**src/rtl/ulpi_pkg.sv**
```systemverilog
// ULPI PHY emulator shared types and constants.
// State encoding, TXCMD opcodes, register map and reset values.
package ulpi_pkg;

    typedef enum logic [3:0] {
        IDLE,
        WR_CMD,
        WR_DATA,
        WR_STP,
        RD_CMD,
        RD_TURN,
        RD_DATA,
        RD_END,
        TX,
        RX_TURN,
        RX_DATA,
        RX_CMD_END,
        RXC_TURN,
        RXC_DATA,
        TURN_BACK
    } ulpi_state_e;

    localparam logic [1:0] OP_SPECIAL = 2'b00;
    localparam logic [1:0] OP_TX      = 2'b01;
    localparam logic [1:0] OP_REGW    = 2'b10;
    localparam logic [1:0] OP_REGR    = 2'b11;

    localparam logic [5:0] ADDR_VID_LO    = 6'h00;
    localparam logic [5:0] ADDR_VID_HI    = 6'h01;
    localparam logic [5:0] ADDR_PID_LO    = 6'h02;
    localparam logic [5:0] ADDR_PID_HI    = 6'h03;
    localparam logic [5:0] ADDR_FUNC_CTRL = 6'h04;
    localparam logic [5:0] ADDR_OTG_CTRL  = 6'h0A;
    localparam logic [5:0] ADDR_FIRST_RW  = 6'h04;

    localparam logic [7:0] VID_LO = 8'h24;
    localparam logic [7:0] VID_HI = 8'h04;
    localparam logic [7:0] PID_LO = 8'h06;
    localparam logic [7:0] PID_HI = 8'h00;

    localparam logic [7:0] FUNC_CTRL_RST = 8'h41;
    localparam logic [7:0] OTG_CTRL_RST  = 8'h06;
    localparam int         FUNC_RESET_BIT = 5;

    localparam int ALIAS_GROUPS = 6;

    localparam logic [1:0] LINE_STATE = 2'b01;
    localparam logic [7:0] RXCMD_IDLE = {6'b000000, LINE_STATE};

    // Set/clear aliases live at base+1/base+2 for bases 0x04,0x07,...,0x13.
    function automatic logic [5:0] reg_base(input logic [5:0] a);
        logic [5:0] b;
        logic [5:0] g;
        b = a;
        for (int i = 0; i < ALIAS_GROUPS; i++) begin
            g = 6'(4 + 3 * i);
            if (a == g + 6'd1 || a == g + 6'd2) b = g;
        end
        return b;
    endfunction

    function automatic logic [7:0] ro_value(input logic [1:0] a);
        logic [7:0] v;
        unique case (a)
            2'd0:    v = VID_LO;
            2'd1:    v = VID_HI;
            2'd2:    v = PID_LO;
            default: v = PID_HI;
        endcase
        return v;
    endfunction

endpackage

```
**src/rtl/ulpi_phy_emu_if.sv**
```systemverilog
// ULPI bus plus RX packet / RX CMD inject and TX capture streams.
// master = link/test side, slave = PHY emulator.
interface ulpi_phy_emu_if;

    logic       o_dir;
    logic       o_nxt;
    logic       i_stp;
    logic [7:0] i_data;
    logic [7:0] o_data;
    logic       i_rx_valid;
    logic [7:0] i_rx_data;
    logic       i_rx_last;
    logic       o_rx_ready;
    logic       i_rxcmd_valid;
    logic [7:0] i_rxcmd;
    logic       o_rxcmd_ready;
    logic       o_tx_valid;
    logic [7:0] o_tx_data;
    logic       o_tx_last;

    modport master (
        input  o_dir, o_nxt, o_data,
        input  o_rx_ready, o_rxcmd_ready,
        input  o_tx_valid, o_tx_data, o_tx_last,
        output i_stp, i_data,
        output i_rx_valid, i_rx_data, i_rx_last,
        output i_rxcmd_valid, i_rxcmd
    );

    modport slave (
        output o_dir, o_nxt, o_data,
        output o_rx_ready, o_rxcmd_ready,
        output o_tx_valid, o_tx_data, o_tx_last,
        input  i_stp, i_data,
        input  i_rx_valid, i_rx_data, i_rx_last,
        input  i_rxcmd_valid, i_rxcmd
    );

endinterface

```
**src/rtl/ulpi_phy_regfile.sv**
```systemverilog
// ULPI register file: 64 x 8, read-only ID bytes, set/clear aliases.
// Function-control Reset bit self-clears one cycle after being set.
module ulpi_phy_regfile
    import ulpi_pkg::*;
(
    input  logic       clk,
    input  logic       rst,
    input  logic       we,
    input  logic [5:0] waddr,
    input  logic [7:0] wdata,
    input  logic [5:0] raddr,
    output logic [7:0] rdata,
    output logic       phy_reset
);

    logic [7:0] regs [64];
    logic [5:0] wbase;

    assign wbase = reg_base(waddr);
    assign phy_reset = regs[ADDR_FUNC_CTRL][FUNC_RESET_BIT];

    always_ff @(posedge clk) begin
        if (rst) begin
            for (int i = 0; i < 64; i++) regs[i] <= 8'h00;
            regs[ADDR_FUNC_CTRL] <= FUNC_CTRL_RST;
            regs[ADDR_OTG_CTRL]  <= OTG_CTRL_RST;
        end else begin
            if (phy_reset) regs[ADDR_FUNC_CTRL][FUNC_RESET_BIT] <= 1'b0;
            if (we && waddr >= ADDR_FIRST_RW) begin
                if (waddr == wbase)
                    regs[wbase] <= wdata;
                else if (waddr == wbase + 6'd1)
                    regs[wbase] <= regs[wbase] | wdata;
                else
                    regs[wbase] <= regs[wbase] & ~wdata;
            end
        end
    end

    always_comb begin
        rdata = regs[reg_base(raddr)];
        if (raddr < ADDR_FIRST_RW) rdata = ro_value(raddr[1:0]);
    end

endmodule

```
**src/rtl/ulpi_phy_emu.sv**
```systemverilog
// ULPI PHY emulator: TXCMD decode, register access, TX capture,
// RX packet and RX CMD injection with bus turnaround.
module ulpi_phy_emu
    import ulpi_pkg::*;
(
    input logic           i_clk,
    input logic           i_rst,
    ulpi_phy_emu_if.slave bus
);

    ulpi_state_e state;
    ulpi_state_e state_n;

    logic [5:0] addr_q;
    logic [7:0] wdata_q;
    logic       tx_valid_q;
    logic [7:0] tx_data_q;
    logic       reg_we;
    logic [7:0] reg_rdata;
    logic       phy_reset;
    logic [1:0] op;
    logic       cmd_ok;

    assign op     = bus.i_data[7:6];
    assign cmd_ok = !bus.i_rx_valid && !bus.i_rxcmd_valid;

    ulpi_phy_regfile u_regs (
        .clk       (i_clk),
        .rst       (i_rst),
        .we        (reg_we),
        .waddr     (addr_q),
        .wdata     (wdata_q),
        .raddr     (addr_q),
        .rdata     (reg_rdata),
        .phy_reset (phy_reset)
    );

    always_ff @(posedge i_clk) begin
        if (i_rst) begin
            state      <= IDLE;
            addr_q     <= '0;
            wdata_q    <= '0;
            tx_valid_q <= 1'b0;
            tx_data_q  <= '0;
        end else begin
            state <= state_n;
            if (state == IDLE) addr_q <= bus.i_data[5:0];
            if (state == WR_DATA) wdata_q <= bus.i_data;
            tx_valid_q <= (state == IDLE && state_n == TX) ||
                          (state == TX && !bus.i_stp);
            // PID byte goes out first, then each byte the link drove.
            tx_data_q <= (state == IDLE) ?
                         {~bus.i_data[3:0], bus.i_data[3:0]} :
                         bus.i_data;
        end
    end

    assign bus.o_tx_valid = tx_valid_q;
    assign bus.o_tx_data  = tx_data_q;
    assign bus.o_tx_last  = tx_valid_q && state == TX && bus.i_stp;

    always_comb begin
        state_n           = state;
        bus.o_dir         = 1'b0;
        bus.o_nxt         = 1'b0;
        bus.o_data        = 8'h00;
        bus.o_rx_ready    = 1'b0;
        bus.o_rxcmd_ready = 1'b0;
        reg_we            = 1'b0;
        unique case (state)
            IDLE: begin
                unique case (1'b1)
                    bus.i_rx_valid:
                        state_n = RX_TURN;
                    !bus.i_rx_valid && bus.i_rxcmd_valid:
                        state_n = RXC_TURN;
                    cmd_ok && op == OP_REGW:
                        state_n = WR_CMD;
                    cmd_ok && op == OP_REGR:
                        state_n = RD_CMD;
                    cmd_ok && op == OP_TX:
                        state_n = TX;
                    default: ;
                endcase
            end
            WR_CMD: begin
                bus.o_nxt = 1'b1;
                state_n   = WR_DATA;
            end
            WR_DATA: begin
                bus.o_nxt = 1'b1;
                state_n   = WR_STP;
            end
            WR_STP: begin
                reg_we  = bus.i_stp;
                state_n = IDLE;
            end
            RD_CMD: begin
                bus.o_nxt = 1'b1;
                state_n   = RD_TURN;
            end
            RD_TURN: begin
                bus.o_dir = 1'b1;
                state_n   = RD_DATA;
            end
            RD_DATA: begin
                bus.o_dir  = 1'b1;
                bus.o_data = reg_rdata;
                state_n    = RD_END;
            end
            RD_END:
                state_n = IDLE;
            TX: begin
                bus.o_nxt = 1'b1;
                if (bus.i_stp) state_n = IDLE;
            end
            RX_TURN: begin
                bus.o_dir = 1'b1;
                bus.o_nxt = 1'b1;
                state_n   = RX_DATA;
            end
            RX_DATA: begin
                bus.o_dir = 1'b1;
                if (bus.i_rx_valid) begin
                    bus.o_nxt      = 1'b1;
                    bus.o_rx_ready = 1'b1;
                    bus.o_data     = bus.i_rx_data;
                    if (bus.i_rx_last) state_n = RX_CMD_END;
                end else begin
                    bus.o_data = RXCMD_IDLE;
                end
            end
            RX_CMD_END: begin
                bus.o_dir  = 1'b1;
                bus.o_data = RXCMD_IDLE;
                state_n    = TURN_BACK;
            end
            RXC_TURN: begin
                bus.o_dir = 1'b1;
                state_n   = RXC_DATA;
            end
            RXC_DATA: begin
                bus.o_dir         = 1'b1;
                bus.o_data        = bus.i_rxcmd;
                bus.o_rxcmd_ready = 1'b1;
                state_n           = TURN_BACK;
            end
            TURN_BACK:
                state_n = IDLE;
            default:
                state_n = IDLE;
        endcase
        if (phy_reset) state_n = IDLE;
    end

endmodule
```
**src/flat_wrapper.sv**
```systemverilog
// flat-port wrapper written by rule: the top's interface ports become plain ports
module ulpi_phy_emu_flat import ulpi_pkg::*;
  (i_clk, i_rst, bus_o_dir, bus_o_nxt, bus_o_data, bus_o_rx_ready, bus_o_rxcmd_ready, bus_o_tx_valid, bus_o_tx_data, bus_o_tx_last, bus_i_stp, bus_i_data, bus_i_rx_valid, bus_i_rx_data, bus_i_rx_last, bus_i_rxcmd_valid, bus_i_rxcmd);
  ulpi_phy_emu_if bus_i ();
  input logic i_clk;
  input logic i_rst;
  output wire logic [$bits(bus_i.o_dir)-1:0] bus_o_dir;
  output wire logic [$bits(bus_i.o_nxt)-1:0] bus_o_nxt;
  output wire logic [$bits(bus_i.o_data)-1:0] bus_o_data;
  output wire logic [$bits(bus_i.o_rx_ready)-1:0] bus_o_rx_ready;
  output wire logic [$bits(bus_i.o_rxcmd_ready)-1:0] bus_o_rxcmd_ready;
  output wire logic [$bits(bus_i.o_tx_valid)-1:0] bus_o_tx_valid;
  output wire logic [$bits(bus_i.o_tx_data)-1:0] bus_o_tx_data;
  output wire logic [$bits(bus_i.o_tx_last)-1:0] bus_o_tx_last;
  input wire logic [$bits(bus_i.i_stp)-1:0] bus_i_stp;
  input wire logic [$bits(bus_i.i_data)-1:0] bus_i_data;
  input wire logic [$bits(bus_i.i_rx_valid)-1:0] bus_i_rx_valid;
  input wire logic [$bits(bus_i.i_rx_data)-1:0] bus_i_rx_data;
  input wire logic [$bits(bus_i.i_rx_last)-1:0] bus_i_rx_last;
  input wire logic [$bits(bus_i.i_rxcmd_valid)-1:0] bus_i_rxcmd_valid;
  input wire logic [$bits(bus_i.i_rxcmd)-1:0] bus_i_rxcmd;
  assign bus_o_dir = bus_i.o_dir;
  assign bus_o_nxt = bus_i.o_nxt;
  assign bus_o_data = bus_i.o_data;
  assign bus_o_rx_ready = bus_i.o_rx_ready;
  assign bus_o_rxcmd_ready = bus_i.o_rxcmd_ready;
  assign bus_o_tx_valid = bus_i.o_tx_valid;
  assign bus_o_tx_data = bus_i.o_tx_data;
  assign bus_o_tx_last = bus_i.o_tx_last;
  assign bus_i.i_stp = bus_i_stp;
  assign bus_i.i_data = bus_i_data;
  assign bus_i.i_rx_valid = bus_i_rx_valid;
  assign bus_i.i_rx_data = bus_i_rx_data;
  assign bus_i.i_rx_last = bus_i_rx_last;
  assign bus_i.i_rxcmd_valid = bus_i_rxcmd_valid;
  assign bus_i.i_rxcmd = bus_i_rxcmd;
  ulpi_phy_emu u_core (.i_clk(i_clk), .i_rst(i_rst), .bus(bus_i));
endmodule
```
**config.mk**
```make
export PLATFORM = sky130hd
export DESIGN_NAME = ulpi_phy_emu_flat
export DESIGN_NICKNAME = d
export VERILOG_FILES = /design/src/rtl/ulpi_pkg.sv /design/src/rtl/ulpi_phy_emu_if.sv /design/src/rtl/ulpi_phy_regfile.sv /design/src/rtl/ulpi_phy_emu.sv /design/src/flat_wrapper.sv
export SDC_FILE = /design/constraint.sdc
export NUM_CORES = 1
export LEC_CHECK = 0
export CAP_MARGIN = 10
export CORE_UTILIZATION = 45
export DETAILED_ROUTE_END_ITERATION = 12
export GPL_TIMING_DRIVEN = 0
export MAX_ROUTING_LAYER = met4
export PLACE_DENSITY_LB_ADDON = 0.15
export SLEW_MARGIN = 20
export SYNTH_ARGS = -nofsm -noshare
export SYNTH_HDL_FRONTEND = slang
export SYNTH_SLANG_ARGS = --single-unit
```
**constraint.sdc**
```tcl
create_clock -name i_clk -period 3.89 [get_ports i_clk]
set_input_delay 0.778 -clock i_clk [delete_from_list [all_inputs] [get_ports i_clk]]
set_output_delay 0.778 -clock i_clk [all_outputs]
set_load 0.03 [all_outputs]
```
==> flow_metrics.env <==
export IMPL_grt_max_degree=15
export IMPL_reg2reg_depth=9
export IMPL_first_iter_violations=3237
export IMPL_worstPathArrival_ns=4.11
export IMPL_post_drt_wl_per_cell_um=29.9
export IMPL_rsz0062_at_grt="true"
export IMPL_hp_class="reg2reg"
export IMPL_clock_latency_ns=0.63
export IMPL_maxSlewViolCount=0
export IMPL_power_frac_seq=0.412
export IMPL_combPwrFrac=0.270
export IMPL_ios=52
export IMPL_grt_pass1_vias=18200
export IMPL_final_setup_viol_count=690
export IMPL_wl_um=93800
export IMPL_avgViaCountPerCell=6.30
export IMPL_clock_fmax_mhz=204
export IMPL_die_area_sq_mm=0.0550
export IMPL_drtAntennaViolNets=0
export IMPL_synth_edf_count=512
export IMPL_clockRootBuffer="clkbuf_16"
export IMPL_ir_drop_mv=0.342
export IMPL_cts_buffer_depth=3
export IMPL_clk_pin_slew_worst_paths_ns=0.06
export IMPL_synth_seq_area_share=0.654
export IMPL_yosys_register_bits=539
export IMPL_power_density_mw_per_mm2=547
export IMPL_crit_path_end_kind="primary output"
export IMPL_antenna_found_initial=1
export IMPL_worst_pin_slew_ns=1.08
export IMPL_fill_cells=4518
export IMPL_cts_sinks=539
export IMPL_num_nets_final=2429
export IMPL_synth_area_leaders="edfxtp_1, nor2_1, nand2_1, o221ai_1, a21oi_1"
export IMPL_period_share=1.26
export IMPL_std_cell_rows=84
export IMPL_worstSetupPathType="reg2out"
export IMPL_stdcell_count=3134
export IMPL_hold_viol_final=0
export IMPL_power_internal_w=0.0111
export IMPL_path_max_fanout=10
export IMPL_overflow=0
export IMPL_vias=19700
export IMPL_crit_path_cell_trace="buf_6 > buf_2 > o31ai_1 > a2bb2oi_1 > nor2_2 > o21ai_0 > o22ai_1 > or4_1 > o311a_1 > a41oi_1 > o211ai_1 > buf_4"
export IMPL_synth_avg_cell_area_sq_um=11.7
export IMPL_p_sw_w=0.00525
export IMPL_die_height_um=235
export IMPL_cp_slowest_cell="o31ai_1"
export IMPL_syn_area_sq_mm=0.0243
export IMPL_swShare=0.321
export IMPL_total_power_w=0.0163
export IMPL_synthFlopType="edfxtp_1"
export IMPL_worstHoldPathCells=2
export IMPL_dp_cells=2955
export IMPL_grt_pass1_wl_um=130000
export IMPL_finalClockSkew_ns=0.0192
export IMPL_maxCapViolations=0
export IMPL_clkPwrFrac=0.318
export IMPL_drtPass1Iterations=7
export IMPL_postSynthCellCount=2088
export IMPL_finalCriticalPeriod_ns=4.89
export IMPL_relSlewSlack=0.272
export IMPL_synth_cell_type_count=85
export IMPL_start_kind="flip-flop"
export IMPL_postPlaceCellArea_sq_mm=0.0262
export IMPL_worstPathRequired_ns=3.11
export IMPL_leakagePower_nw=10.4
export IMPL_core_sq_mm=0.0530
export IMPL_area_growth_pct=22.9
export IMPL_start_util=0.460
export IMPL_numCtsBuffers=57
export IMPL_ys_warn_count=0
export IMPL_synth_commonest_cells="edfxtp_1, nor2_1, nand2_1"
export IMPL_synth_top_cell_area_share=0.632
export IMPL_cts_htree_levels=2
export IMPL_status="finished with violations"
export IMPL_slowest_delay_ns=0.50
export IMPL_async_flop_share=0
export IMPL_track_usage=0.349
export IMPL_dp_hpwl_um=65900
export IMPL_cts_tree="built"
export IMPL_dp_slack_ns=-2.14
export IMPL_gp_congestion=1.03
export IMPL_violations="setup timing"
export IMPL_drc_errors=0
export IMPL_yosysMostFrequentCell="edfxtp_1"
export IMPL_drive_above_1_share=0.176
export IMPL_yosysTopAreaCell="edfxtp_1"
export IMPL_port_buffers=51
export IMPL_die_x_um=235
export IMPL_finalInstanceArea_sq_mm=0.0299
export IMPL_setup_ws_ns=-1.00
==> metal layers <==
layer  vias up  GRT usage  routed length, um
met5         -          -                  0
met4         0      0.137               3820
met3       224     0.0878              12500
met2      1514      0.501              40600
met1      9732      0.476              36900
li1       8271          -                  -
==> area by class of cell <==
type	count	area (sq um)	area share
Clock buffer	86	1620	0.0541
Inverter	16	70.1	0.00234
Antenna cell	2	5.00	0.000167
Multi-Input combinational cell	1482	8620	0.288
Timing Repair Buffer	125	1120	0.0376
Tap cell	688	861	0.0288
Sequential cell	539	15900	0.532
Buffer	177	1580	0.0527
Clock inverter	19	113	0.00376
==> worst paths after layout <==
check	slack, ns	from	endpoint
worst min-delay path	0.50	u_core.wdata_q[7]	u_core.wdata_q[7]
worst max-delay path	-1.00	u_core.addr_q[5]	bus_o_data[1]
worst max register to register	-0.83	u_core.addr_q[5]	u_core.u_regs.regs[40][4]
worst min register to register	0.50	u_core.wdata_q[7]	u_core.wdata_q[7]
==> cell families (layout without fill, tap and decap cells) <==
group,count (synthesis),count (layout),share of synthesized area
compound gates,415,415,0.120
fa+ha+maj,1,1,0.000514
buf+inv,194,423,0.0401
mux,43,43,0.0254
flops,539,539,0.654
other cells,1,130,0.000154
simple gates,893,893,0.159
xor+xnor,2,2,0.000720
==> stage by stage <==
stage | setup TNS, ns | hold slack (ns) | util
after floorplan | 0 | 0.449 | -
after global placement | -1108.25 | 0.476 | 0.494
after detailed placement | -1014.89 | 0.485 | 0.495
after CTS | -164.16 | 0.498 | 0.555
after global routing | -188.52 | 0.515 | 0.565
final | -188.33 | 0.498 | 0.565
==> sequential cells by signal, indices dropped and copies added (netlist names) <==
| register | flops |
|---|---|
| u_core.u_regs.regs | 512 |
| u_core.bus.o_tx_data | 8 |
| u_core.wdata_q | 8 |
| u_core.addr_q | 6 |
| u_core.state | 4 |
| u_core.bus.o_tx_valid | 1 |
==> what timing repair did <==
| action | CTS | global route |
|---|---|---|
| pin swaps | 36 | 41 |
| cloned | 1 | 1 |
| setup buffers | 46 | 25 |
| gates resized for setup | 336 | 84 |
| hold endpoints to repair | 0 | 0 |
| hold buffers | 0 | 0 |
| endpoints found under the setup margin | 777 | 742 |
==> worst max-delay path, delay by kind of cell, from the launching register on <==
family | cells | cell delay [ns]
compound gates | 7 | 1.85
flops | 1 | 0.36
simple gates | 2 | 0.70
buf+inv | 3 | 0.57
==> cell usage in the layout, fill, tap and decap left out, types with 43 or more instances in the layout <==
cell               n
edfxtp_1         512
nor2_1           398
nand2_1          250
conb_1           128
a21oi_1          108
o221ai_1          88
buf_4             84
nand3_1           79
clkbuf_1          66
clkbuf_16         59
nand2b_1          44
clkdlybuf4s50_1   43
==> power by group through the flow <==
stage          clock (W)  sequential (W)  combinational, W
3_5_place_dp           0         0.00684           0.00331
6_report         0.00520         0.00673           0.00441
2_1_floorplan          0         0.00681           0.00185
3_3_place_gp           0         0.00683           0.00329
5_1_grt          0.00542         0.00675           0.00448
4_1_cts          0.00520         0.00673           0.00404
No activity file was read; power rests on OpenSTA's default activity.
